## config.mk

```make
export PLATFORM = sky130hd
export DESIGN_NAME = page_multi_leaf_mux
export DESIGN_NICKNAME = d
export VERILOG_FILES = /design/src/rtl/page_mux_pkg.sv /design/src/rtl/page_mux_fifo.sv /design/src/rtl/page_multi_leaf_mux.sv
export SDC_FILE = /design/constraint.sdc
export NUM_CORES = 1
export LEC_CHECK = 0
export CAP_MARGIN = 20
export CORE_ASPECT_RATIO = 0.9
export CORE_UTILIZATION = 35
export DETAILED_ROUTE_END_ITERATION = 10
export PLACE_DENSITY_LB_ADDON = 0.05
export SYNTH_ARGS = -nofsm -noshare
export SYNTH_HDL_FRONTEND = slang
export SYNTH_SLANG_ARGS = --single-unit
```

## constraint.sdc

```tcl
create_clock -name clk -period 5.2 [get_ports clk]
set_input_delay 0.52 -clock clk [delete_from_list [all_inputs] [get_ports clk]]
set_output_delay 0.52 -clock clk [all_outputs]
set_load 0.02 [all_outputs]
```

## src/rtl/page_mux_pkg.sv

```systemverilog
// Shared constants, state type and helpers for page_multi_leaf_mux and its FIFO.
package page_mux_pkg;

   localparam int PACKET_W_DEF  = 49;
   localparam int VALID_BIT_DEF = PACKET_W_DEF - 1;

   // Output register: IDLE drives an all-zero packet, SEND holds a packet.
   typedef enum logic {
      OUT_IDLE = 1'b0,
      OUT_SEND = 1'b1
   } out_state_t;

   // FIFO pointers carry one extra wrap bit so full and empty can be told apart.
   function automatic int ptr_width(input int depth);
      return $clog2(depth) + 1;
   endfunction

   // Extract an unsigned field of 'width' bits at 'lsb' from a packet (packets up to 64 bits).
   function automatic int unsigned field_at(input logic [63:0] pkt, input int lsb, input int width);
      logic [63:0] mask;
      mask = (64'd1 << width) - 64'd1;
      return 32'((pkt >> lsb) & mask);
   endfunction

endpackage

```

## src/rtl/page_mux_fifo.sv

```systemverilog
// Synchronous FIFO with combinational head-of-queue data, used once per page for outbound packets.
// A push on a full FIFO is only taken when a pop frees a slot in the same cycle.
module page_mux_fifo
   import page_mux_pkg::*;
#(
   parameter int WIDTH = PACKET_W_DEF,
   parameter int DEPTH = 4
) (
   input  logic             clk,
   input  logic             reset,
   input  logic             push,
   input  logic             pop,
   input  logic [WIDTH-1:0] din,
   output logic [WIDTH-1:0] dout,
   output logic             full,
   output logic             empty
);

   localparam int PTR_W = ptr_width(DEPTH);
   localparam int AW    = PTR_W - 1;

   logic [WIDTH-1:0] mem [DEPTH];
   logic [PTR_W-1:0] wr_ptr_reg;
   logic [PTR_W-1:0] rd_ptr_reg;
   logic             do_push;
   logic             do_pop;

   assign full    = (wr_ptr_reg[AW] != rd_ptr_reg[AW]) &&
                    (wr_ptr_reg[AW-1:0] == rd_ptr_reg[AW-1:0]);
   assign empty   = (wr_ptr_reg == rd_ptr_reg);
   assign do_pop  = pop && !empty;
   assign do_push = push && (!full || do_pop);
   assign dout    = mem[rd_ptr_reg[AW-1:0]];

   // Advance read/write pointers on accepted pops and pushes.
   always_ff @(posedge clk) begin
      if (reset) begin
         wr_ptr_reg <= '0;
         rd_ptr_reg <= '0;
      end else begin
         if (do_push) wr_ptr_reg <= wr_ptr_reg + 1'b1;
         if (do_pop)  rd_ptr_reg <= rd_ptr_reg + 1'b1;
      end
   end

   // Storage write; contents need no reset because empty gates every read.
   always_ff @(posedge clk) begin
      if (do_push) mem[wr_ptr_reg[AW-1:0]] <= din;
   end

endmodule

```

## src/rtl/page_multi_leaf_mux.sv

```systemverilog
// Shares one BFT leaf port among NUM_PAGES page slots: inbound demux by channel field,
// outbound per-page FIFOs merged round-robin into a resend-aware output register.
// Optional statistics ports/counters are built when PAGE_MULTI_LEAF_MUX_STATS_EN is defined.
module page_multi_leaf_mux
   import page_mux_pkg::*;
#(
   parameter int PACKET_W   = PACKET_W_DEF,
   parameter int NUM_PAGES  = 4,
   parameter int CH_W       = 4,
   parameter int CH_LSB     = 44,
   parameter int FIFO_DEPTH = 4
) (
   input  logic                          clk,
   input  logic                          reset,
   input  logic [PACKET_W-1:0]           din_leaf_bft2interface,
   output logic [PACKET_W-1:0]           dout_leaf_interface2bft,
   input  logic                          resend,
   input  logic [NUM_PAGES-1:0]          ap_start,
   output logic [NUM_PAGES*PACKET_W-1:0] page_din,
   input  logic [NUM_PAGES*PACKET_W-1:0] page_dout,
   output logic [NUM_PAGES-1:0]          page_resend,
   output logic [NUM_PAGES-1:0]          page_ap_start
`ifdef PAGE_MULTI_LEAF_MUX_STATS_EN
   ,
   input  logic [CH_W-1:0]               stat_sel,
   output logic [15:0]                   stat_drop,
   output logic [15:0]                   stat_bad_ch
`endif
);

   localparam int VALID = PACKET_W - 1;
   localparam int SEL_W = $clog2(NUM_PAGES);

   logic [NUM_PAGES*PACKET_W-1:0] page_din_reg;
   logic [PACKET_W-1:0]           dout_reg, dout_next;
   logic [NUM_PAGES-1:0]          page_resend_reg, page_ap_start_reg;
   out_state_t                    state_reg, state_next;
   logic [SEL_W-1:0]              ptr_reg, ptr_next;
   logic [SEL_W-1:0]              cand, win;
   logic                          found;
   logic                          in_valid;
   int unsigned                   in_ch;
   logic [NUM_PAGES-1:0]          fifo_push, fifo_pop, fifo_full, fifo_empty, drop;
   logic [PACKET_W-1:0]           fifo_data [NUM_PAGES];

   assign in_valid = din_leaf_bft2interface[VALID];
   assign in_ch    = field_at(64'(din_leaf_bft2interface), CH_LSB, CH_W);

   assign page_din                = page_din_reg;
   assign dout_leaf_interface2bft = dout_reg;
   assign page_resend             = page_resend_reg;
   assign page_ap_start           = page_ap_start_reg;

   // Per-page outbound FIFO; a valid packet arriving at a full FIFO with no pop is dropped.
   generate
      for (genvar gi = 0; gi < NUM_PAGES; gi++) begin : g_page
         logic [PACKET_W-1:0] pkt;
         assign pkt           = page_dout[gi*PACKET_W +: PACKET_W];
         assign fifo_push[gi] = pkt[VALID];
         assign drop[gi]      = pkt[VALID] && fifo_full[gi] && !fifo_pop[gi];

         page_mux_fifo #(
            .WIDTH (PACKET_W),
            .DEPTH (FIFO_DEPTH)
         ) u_fifo (
            .clk   (clk),
            .reset (reset),
            .push  (fifo_push[gi]),
            .pop   (fifo_pop[gi]),
            .din   (pkt),
            .dout  (fifo_data[gi]),
            .full  (fifo_full[gi]),
            .empty (fifo_empty[gi])
         );
      end
   endgenerate

   // Inbound demux: route a valid packet to its channel slice one cycle later; bad channels vanish.
   always_ff @(posedge clk) begin
      if (reset) begin
         page_din_reg <= '0;
      end else begin
         for (int unsigned i = 0; i < NUM_PAGES; i++) begin
            page_din_reg[i*PACKET_W +: PACKET_W] <=
               (in_valid && in_ch == i) ? din_leaf_bft2interface : '0;
         end
      end
   end

   // Round-robin pick from the pointer, unless a resend holds the packet currently on the leaf.
   always_comb begin
      state_next = state_reg;
      dout_next  = dout_reg;
      ptr_next   = ptr_reg;
      fifo_pop   = '0;
      found      = 1'b0;
      win        = '0;
      cand       = '0;
      for (int k = 0; k < NUM_PAGES; k++) begin
         cand = SEL_W'((int'(ptr_reg) + k) % NUM_PAGES);
         if (!found && !fifo_empty[cand]) begin
            found = 1'b1;
            win   = cand;
         end
      end
      if (!(state_reg == OUT_SEND && resend)) begin
         if (found) begin
            fifo_pop[win] = 1'b1;
            dout_next     = fifo_data[win];
            state_next    = OUT_SEND;
            ptr_next      = (win == SEL_W'(NUM_PAGES - 1)) ? '0 : win + 1'b1;
         end else begin
            dout_next  = '0;
            state_next = OUT_IDLE;
         end
      end
   end

   // Output register, arbiter pointer, overflow resend pulses and the ap_start delay.
   always_ff @(posedge clk) begin
      if (reset) begin
         state_reg         <= OUT_IDLE;
         dout_reg          <= '0;
         ptr_reg           <= '0;
         page_resend_reg   <= '0;
         page_ap_start_reg <= '0;
      end else begin
         state_reg         <= state_next;
         dout_reg          <= dout_next;
         ptr_reg           <= ptr_next;
         page_resend_reg   <= drop;
         page_ap_start_reg <= ap_start;
      end
   end

`ifdef PAGE_MULTI_LEAF_MUX_STATS_EN
   logic [15:0]      drop_cnt_reg [NUM_PAGES];
   logic [15:0]      bad_ch_reg;
   logic [SEL_W-1:0] stat_idx;

   // Saturating per-page overflow-drop counters.
   generate
      for (genvar gi = 0; gi < NUM_PAGES; gi++) begin : g_stat
         always_ff @(posedge clk) begin
            if (reset)
               drop_cnt_reg[gi] <= '0;
            else if (drop[gi] && drop_cnt_reg[gi] != 16'hFFFF)
               drop_cnt_reg[gi] <= drop_cnt_reg[gi] + 16'd1;
         end
      end
   endgenerate

   // Saturating count of valid inbound packets addressed past the last page.
   always_ff @(posedge clk) begin
      if (reset)
         bad_ch_reg <= '0;
      else if (in_valid && in_ch >= NUM_PAGES && bad_ch_reg != 16'hFFFF)
         bad_ch_reg <= bad_ch_reg + 16'd1;
   end

   assign stat_idx    = SEL_W'(stat_sel);
   assign stat_drop   = (32'(stat_sel) < NUM_PAGES) ? drop_cnt_reg[stat_idx] : 16'd0;
   assign stat_bad_ch = bad_ch_reg;
`endif

endmodule

```

# After elaboration in Yosys (flattened, before gate mapping)
# Memory sizes are Yosys's and may differ from the RTL's. A register that Yosys moved wholly into a read port is not among the register bits.
# Index checks and enable logic that the tools add are counted.
# Widths: inputs -> output; s select.
# classes
add_sub_neg,12
multipliers,0
div,0
n_lt_le_gt_ge,7
eq_ne,16
n_shift,0
mux,42
n_bitwise,6
reduce_logical,56
# ops
operator,count
$mux 49,3
$bmux 49 s2,1
$logic_not 32->1,1
$logic_and 1x1->1,29
$mux 2,13
$add 3x1->3 const B,8
$mux 1,18
$logic_not 1->1,17
$lt 2x3->1 const B,5
$eq 3x3->1,4
$bmux 1 s2,4
$eq 2x2->1,4
$eq 4x2->1 const B,2
$mux 4,2
$reduce_or 2->1,4
$not 1->1,5
$add 2x1->2 const B,2
$add 2x2->2 const B,2
$eq 4x1->1 const B,1
$logic_or 1x1->1,4
$ne 1x1->1,4
$ge 3x3->1 const B,1
$not 2->3,1
$demux 1 s2,1
other kinds (3),3
# word_totals
register_bits,280
latch_bits,0
ramBits,784
mem_bits_ro,0
input_bits,252
output_inout_bits,253
word_cells,160
mem_count,4
# mem_list
memory,depth,word_bits,rd,rd_ports_with_merged_regs,wr,line,source
g_page[0].u_fifo.mem,4,49,1,1,1,page_mux_fifo.sv:22,logic [WIDTH-1:0] mem [DEPTH];
g_page[1].u_fifo.mem,4,49,1,1,1,page_mux_fifo.sv:22,
g_page[2].u_fifo.mem,4,49,1,1,1,page_mux_fifo.sv:22,
g_page[3].u_fifo.mem,4,49,1,1,1,page_mux_fifo.sv:22,

# Logic depth before layout (Yosys ltp)
# logic_depth
word_depth,23
mapped_depth,14
depth_no_buf,13

# Modules after synthesis
# From an unflattened synthesis, not the netlist that was laid out.
# unflattened
hier_cells,1974
hier_area_um2,39022.4
# by_module_without_submodules
mod,n_inst,cells_per_inst,area_each_um2,seq_area_each_um2
page_mux_fifo,4,311,7644.8,6045.8
page_multi_leaf_mux,1,730,8443.1,5124.9

# Least setup slack after synthesis
# OpenSTA, ideal clock, no wires.
# synth_timing
path_kind,register to register
from,register g_page[1].u_fifo.wr_ptr_reg[0]
to,"memory g_page[2].u_fifo.mem[3][0] in the netlist's numbering, enable pin"
setup_time_ns,0.460
arrival_time_ns,4.101
required_ns,4.740
path_slack_ns,0.639
stages_incl_launch_ff,10
n_path_buf,2
period_less_slack_ns,4.561
path_cell_list,dfxtp_1 -> xnor2_1 -> nand3_2 -> o21a_1 -> clkbuf_1 -> clkbuf_1 -> nor2_1 -> ha_1 -> a211oi_1 -> nor2_1
# synth_via
elab_chain_cells,23
word_cells_on_any_way,37
classes_between,order compare: 2; eq/ne: 1; mux: 22; reduce/logical: 12
# synth_lines
element,line,source
"start, declared",page_mux_fifo.sv:23,logic [PTR_W-1:0] wr_ptr_reg;
"start signal, assigned",page_mux_fifo.sv:41,if (do_push) wr_ptr_reg <= wr_ptr_reg + 1'b1;
$eq 3x3->1 (*),page_mux_fifo.sv:30,assign empty = (wr_ptr_reg == rd_ptr_reg);
$bmux 1 s2,page_multi_leaf_mux.sv:101,if (!found && !fifo_empty[cand]) begin
$mux 1 (not written as such),page_multi_leaf_mux.sv:101,
$logic_not 1->1,page_multi_leaf_mux.sv:101,
$logic_and 1x1->1,page_multi_leaf_mux.sv:101,
$mux 1,page_multi_leaf_mux.sv:101,
$logic_not 1->1,page_multi_leaf_mux.sv:101,
$logic_and 1x1->1,page_multi_leaf_mux.sv:101,
[... 7 more ...],-,
$demux 1 s2,page_multi_leaf_mux.sv:108,fifo_pop[win] = 1'b1;
$mux 4 (*),page_multi_leaf_mux.sv:107,if (found) begin
$mux 4 (*),page_multi_leaf_mux.sv:106,if (!(state_reg == OUT_SEND && resend)) begin
$logic_and 1x1->1 (*),page_mux_fifo.sv:31,assign do_pop = pop && !empty;
$logic_or 1x1->1 (*),page_mux_fifo.sv:32,assign do_push = push && (!full || do_pop);
$logic_and 1x1->1 (*),page_mux_fifo.sv:32,
$mux 1 (*),page_mux_fifo.sv:48,if (do_push) mem[wr_ptr_reg[AW-1:0]] <= din;
$mux 1 (not written as such) (*),page_mux_fifo.sv:48,
"end, declared",page_mux_fifo.sv:22,
# Mark *: on every way between the ends. The rest lies on a longest branch, timed or not. The select of a mux whose other input is x is not followed.

# Worst setup path after layout
# layout_timing
from,register g_page[2].u_fifo.wr_ptr_reg[0]
to,"memory g_page[2].u_fifo.mem[0][42] in the netlist's numbering, enable pin"
# layout_via
elab_chain_cells,23
word_cells_on_any_way,41
classes_between,order compare: 2; eq/ne: 2; mux: 22; reduce/logical: 15
# layout_lines
element,line
"start, declared",page_mux_fifo.sv:23
"start signal, assigned",page_mux_fifo.sv:41
$eq 3x3->1,page_mux_fifo.sv:30
$bmux 1 s2,page_multi_leaf_mux.sv:101
$mux 1 (not written as such),page_multi_leaf_mux.sv:101
$logic_not 1->1,page_multi_leaf_mux.sv:101
$logic_and 1x1->1,page_multi_leaf_mux.sv:101
$mux 1,page_multi_leaf_mux.sv:101
$logic_not 1->1,page_multi_leaf_mux.sv:101
$logic_and 1x1->1,page_multi_leaf_mux.sv:101
[... 7 more ...],-
$demux 1 s2,page_multi_leaf_mux.sv:108
$mux 4,page_multi_leaf_mux.sv:107
$mux 4,page_multi_leaf_mux.sv:106
$logic_and 1x1->1,page_mux_fifo.sv:31
$logic_or 1x1->1,page_mux_fifo.sv:32
$logic_and 1x1->1,page_mux_fifo.sv:32
$mux 1,page_mux_fifo.sv:48
$mux 1 (not written as such),page_mux_fifo.sv:48
# Several ways; a longest one is shown, not always the timed one. The select of a mux whose other input is x is not followed.

==> out/metrics.cfg <==
[status]
outcome = completed

[grt]
track_usage_pct = 19.2
grt_pass1_wl_um = 156000
antenna_found_initial = 16
grt.overflow.total = 0
grt_pass1_vias = 21600
grt_max_degree = 90

[floorplan]
die_area_um2 = 112000
core_um2 = 109000
start_util_pct = 35.4
die_h_um = 318
fp.dieW_um = 353
top_level_ports = 505
rows = 115

[synth]
synth_fa_ha_area_share_pct = 0.776
yosysSeqAreaShare_pct = 75.7
synth_top_family_by_area = multiplexers
synth-main-ff-cell = edfxtp_1
synth_simple_gate_area_share_pct = 5.44
synth_edf_count = 784
muxShareOfSynthArea_pct = 11.6
synth_compound_area_share_pct = 4.25
ys_ff_latch = 1072
synth_area_per_cell_um2 = 18.4
syn_inst = 2106
ys_types = 47
async_reset_ff_share_pct = 0
syn-cell-area_um2 = 38700
synth_warnings = 0
synthXorXnorAreaFrac_pct = 0.753

[sta]
drv_slew = 0
setup_tns_ps = 0
period_minus_slack_ps = 3800
relSlewSlack_pct = 24.2
fmax_ghz = 0.263
hold_viol = 0
min_period_over_period_pct = 73.1
setup_viol = 0
rsz0062_at_grt = false
worst_pin_slew_ps = 1140
skew_ps = 22.0

[cells_and_area]
design_area_um2 = 49200
largest_reg_flops = 784
instances_no_fill = 4213
nets = 2920
drive_gt1_share_pct = 16.7
area_growth_pct = 27.1

[run]
cap_viol_max_count = 0

[placed_design]
dpl.cell_count = 3989
placed_cell_area_um2 = 45500
hpwl_um = 71600
port_buffers = 504
globalplace.congestion = 0.789

[cts]
cts_hold_buf = 0
cts_tree = yes
root_buffer = clkbuf_16
worstSkewPairLatency_ps = 690
cts.repair.resized = 0
htree_levels = 3
cts.sinks = 1072
clkTransAtPathRegs_ps = 60
cts_buffers = 114
clock_path_buffers = 3
postCtsSetupBuffers = 0

[pwr]
ir_drop_v = 0.000638
total_power_mw = 22.4
p_leak_nw = 16.4
power_density_nw_per_um2 = 455

[worst_setup_path]
cp.arrival_ps = 4120
worst-path-max-fanout = 49
cp_cell_sequence = xnor2_2 -> and3_1 -> o32ai_1 -> or2_2 -> nor2_1 -> inv_1 -> ha_1 -> a211oi_1 -> nor2b_1 -> and2_2 -> buf_4
critical_path_class = flip-flop to flip-flop
critPathSlowestCell = a211oi_1
critPathMaxStageDelay_ps = 470
crit_family = simple AND/OR/NAND/NOR gates
required_ps = 5520
crit_path_end_kind = flip-flop
worstSetupStartpointType = flip-flop
path_buf_inv = 2

[route]
drt_iter0_drc = 1362
drc = 0
vias = 20700
vias_per_cell = 4.91
drtAntennaViolNets = 0
avgRoutedWirePerCell_um = 25.6
drt-total-wl_um = 108000
first_pass_iters = 5

[worst_hold_path]
min_path_type = input port to flip-flop

[where the power goes]
| group | total (mW) | leakage (nW) | switching (mW) | internal (mW) |
|---|---|---|---|---|
| Combinational | 4.38 | 5.12 | 2.68 | 1.71 |
| Sequential | 10.1 | 9.55 | 0.408 | 9.69 |
| Clock | 7.89 | 1.77 | 3.30 | 4.59 |
| Total | 22.4 | 16.4 | 6.38 | 16.0 |
[layout make-up]
| type | count | area [um^2] |
|---|---|---|
| Antenna cell | 8 | 20.0 |
| Clock buffer | 158 | 3160 |
| Clock inverter | 57 | 503 |
| Fill cell | 9499 | 60300 |
| Inverter | 13 | 48.8 |
| Multi-Input combinational cell | 908 | 8960 |
| Sequential cell | 1072 | 29300 |
| Tap cell | 1462 | 1830 |
| Timing Repair Buffer | 535 | 5340 |
[logic make-up after synthesis]
| family | Yosys count |
|---|---|
| adder cells (fa/ha/maj) | 24 |
| AO/OA/AOI/OAI | 265 |
| flip-flops | 1072 |
| other | 1 |
| buffers and inverters | 137 |
| XOR/XNOR | 29 |
| multiplexers | 203 |
| AND/OR/NAND/NOR | 375 |
[synthesized netlist by cell type (7+ instances only)]
master | instances | share of area (%)
nor2_1 | 41 | 0.40
dfxtp_1 | 288 | 15
a211o_1 | 49 | 1.1
nor2b_1 | 7 | 0.11
inv_1 | 13 | 0.13
a21oi_1 | 90 | 1.2
o21ai_1 | 12 | 0.16
xnor2_1 | 16 | 0.36
clkbuf_1 | 92 | 0.89
mux4_2 | 196 | 11
a21oi_2 | 10 | 0.23
edfxtp_1 | 784 | 61
and2_1 | 187 | 3.0
and3_1 | 14 | 0.23
ha_1 | 24 | 0.78
nand2_1 | 9 | 0.087
xor2_1 | 8 | 0.18
buf_2 | 19 | 0.25
mux2i_1 | 7 | 0.18
nand3_1 | 104 | 1.3
o21ai_0 | 88 | 1.1
[worst register-to-register path, delay by kind of cell (launching register included)]
kind / cells / cell delay (ps)
adders and majority gates: 1 / 240
DFF: 1 / 460
AOI/OAI and AO/OA: 2 / 670
buffers and inverters: 2 / 460
and+or+nand+nor: 5 / 1380
xor gates and xnor gates: 1 / 190
[placed cells by master (no fill, tap or decap), drive strengths merged, types with 2 or more instances in the layout]
| master | count |
|---|---|
| and3b | 2 |
| o311ai | 2 |
| ha | 24 |
| a211o | 49 |
| mux2i | 7 |
| a211oi | 3 |
| nand4 | 5 |
| nor2 | 41 |
| clkinv | 34 |
| xnor2 | 21 |
| dfxtp | 288 |
| edfxtp | 784 |
| xor2 | 8 |
| and2 | 187 |
| clkbuf | 158 |
| clkinvlp | 13 |
| nand2 | 9 |
| diode | 8 |
| nand3 | 105 |
| nor2b | 7 |
| inv | 16 |
| conb | 12 |
| a31oi | 2 |
| nor3b | 2 |
| o32ai | 2 |
| and3 | 14 |
| clkdlybuf4s50 | 503 |
| mux4 | 196 |
| buf | 32 |
| bufinv | 7 |
| o21ai | 100 |
| a21oi | 100 |
[worst paths after layout]
| path | start | endpoint | slack (ps) | cells past startpoint |
|---|---|---|---|---|
| worst max-delay path | g_page[2].u_fifo.wr_ptr_reg[0] | g_page[2].u_fifo.mem[0][42] | 1400 | 11 |
| worst min-delay path | ap_start[2] | page_ap_start[2] | 390 | 2 |
| worst max register to register | g_page[2].u_fifo.wr_ptr_reg[0] | g_page[2].u_fifo.mem[0][42] | 1400 | 11 |
| worst min register to register | dout_leaf_interface2bft[38] | dout_leaf_interface2bft[38] | 460 | 1 |
[per-stage QoR]
step	hold WS, ps	worst slack (ps)	utilization, %
after CTS	333	1380	44.9
after global routing	360	1080	44.9
after detailed placement	453	1400	41.5
final	386	1400	44.9
after floorplan	499	639	-
after global placement	449	1440	41.5
[per-layer routing]
layer  track usage [%]  wire, um  part of all wire (%)  vias to the layer above
met2              32.6     54400                    50                      549
li1                  -         -                     -                     9287
met5                 0       100                 0.093                        -
met3              4.74      6160                   5.7                      168
met4              5.99      2910                   2.7                       16
met1              24.2     44400                    41                    10700
Power figures use the tool's default switching activity.
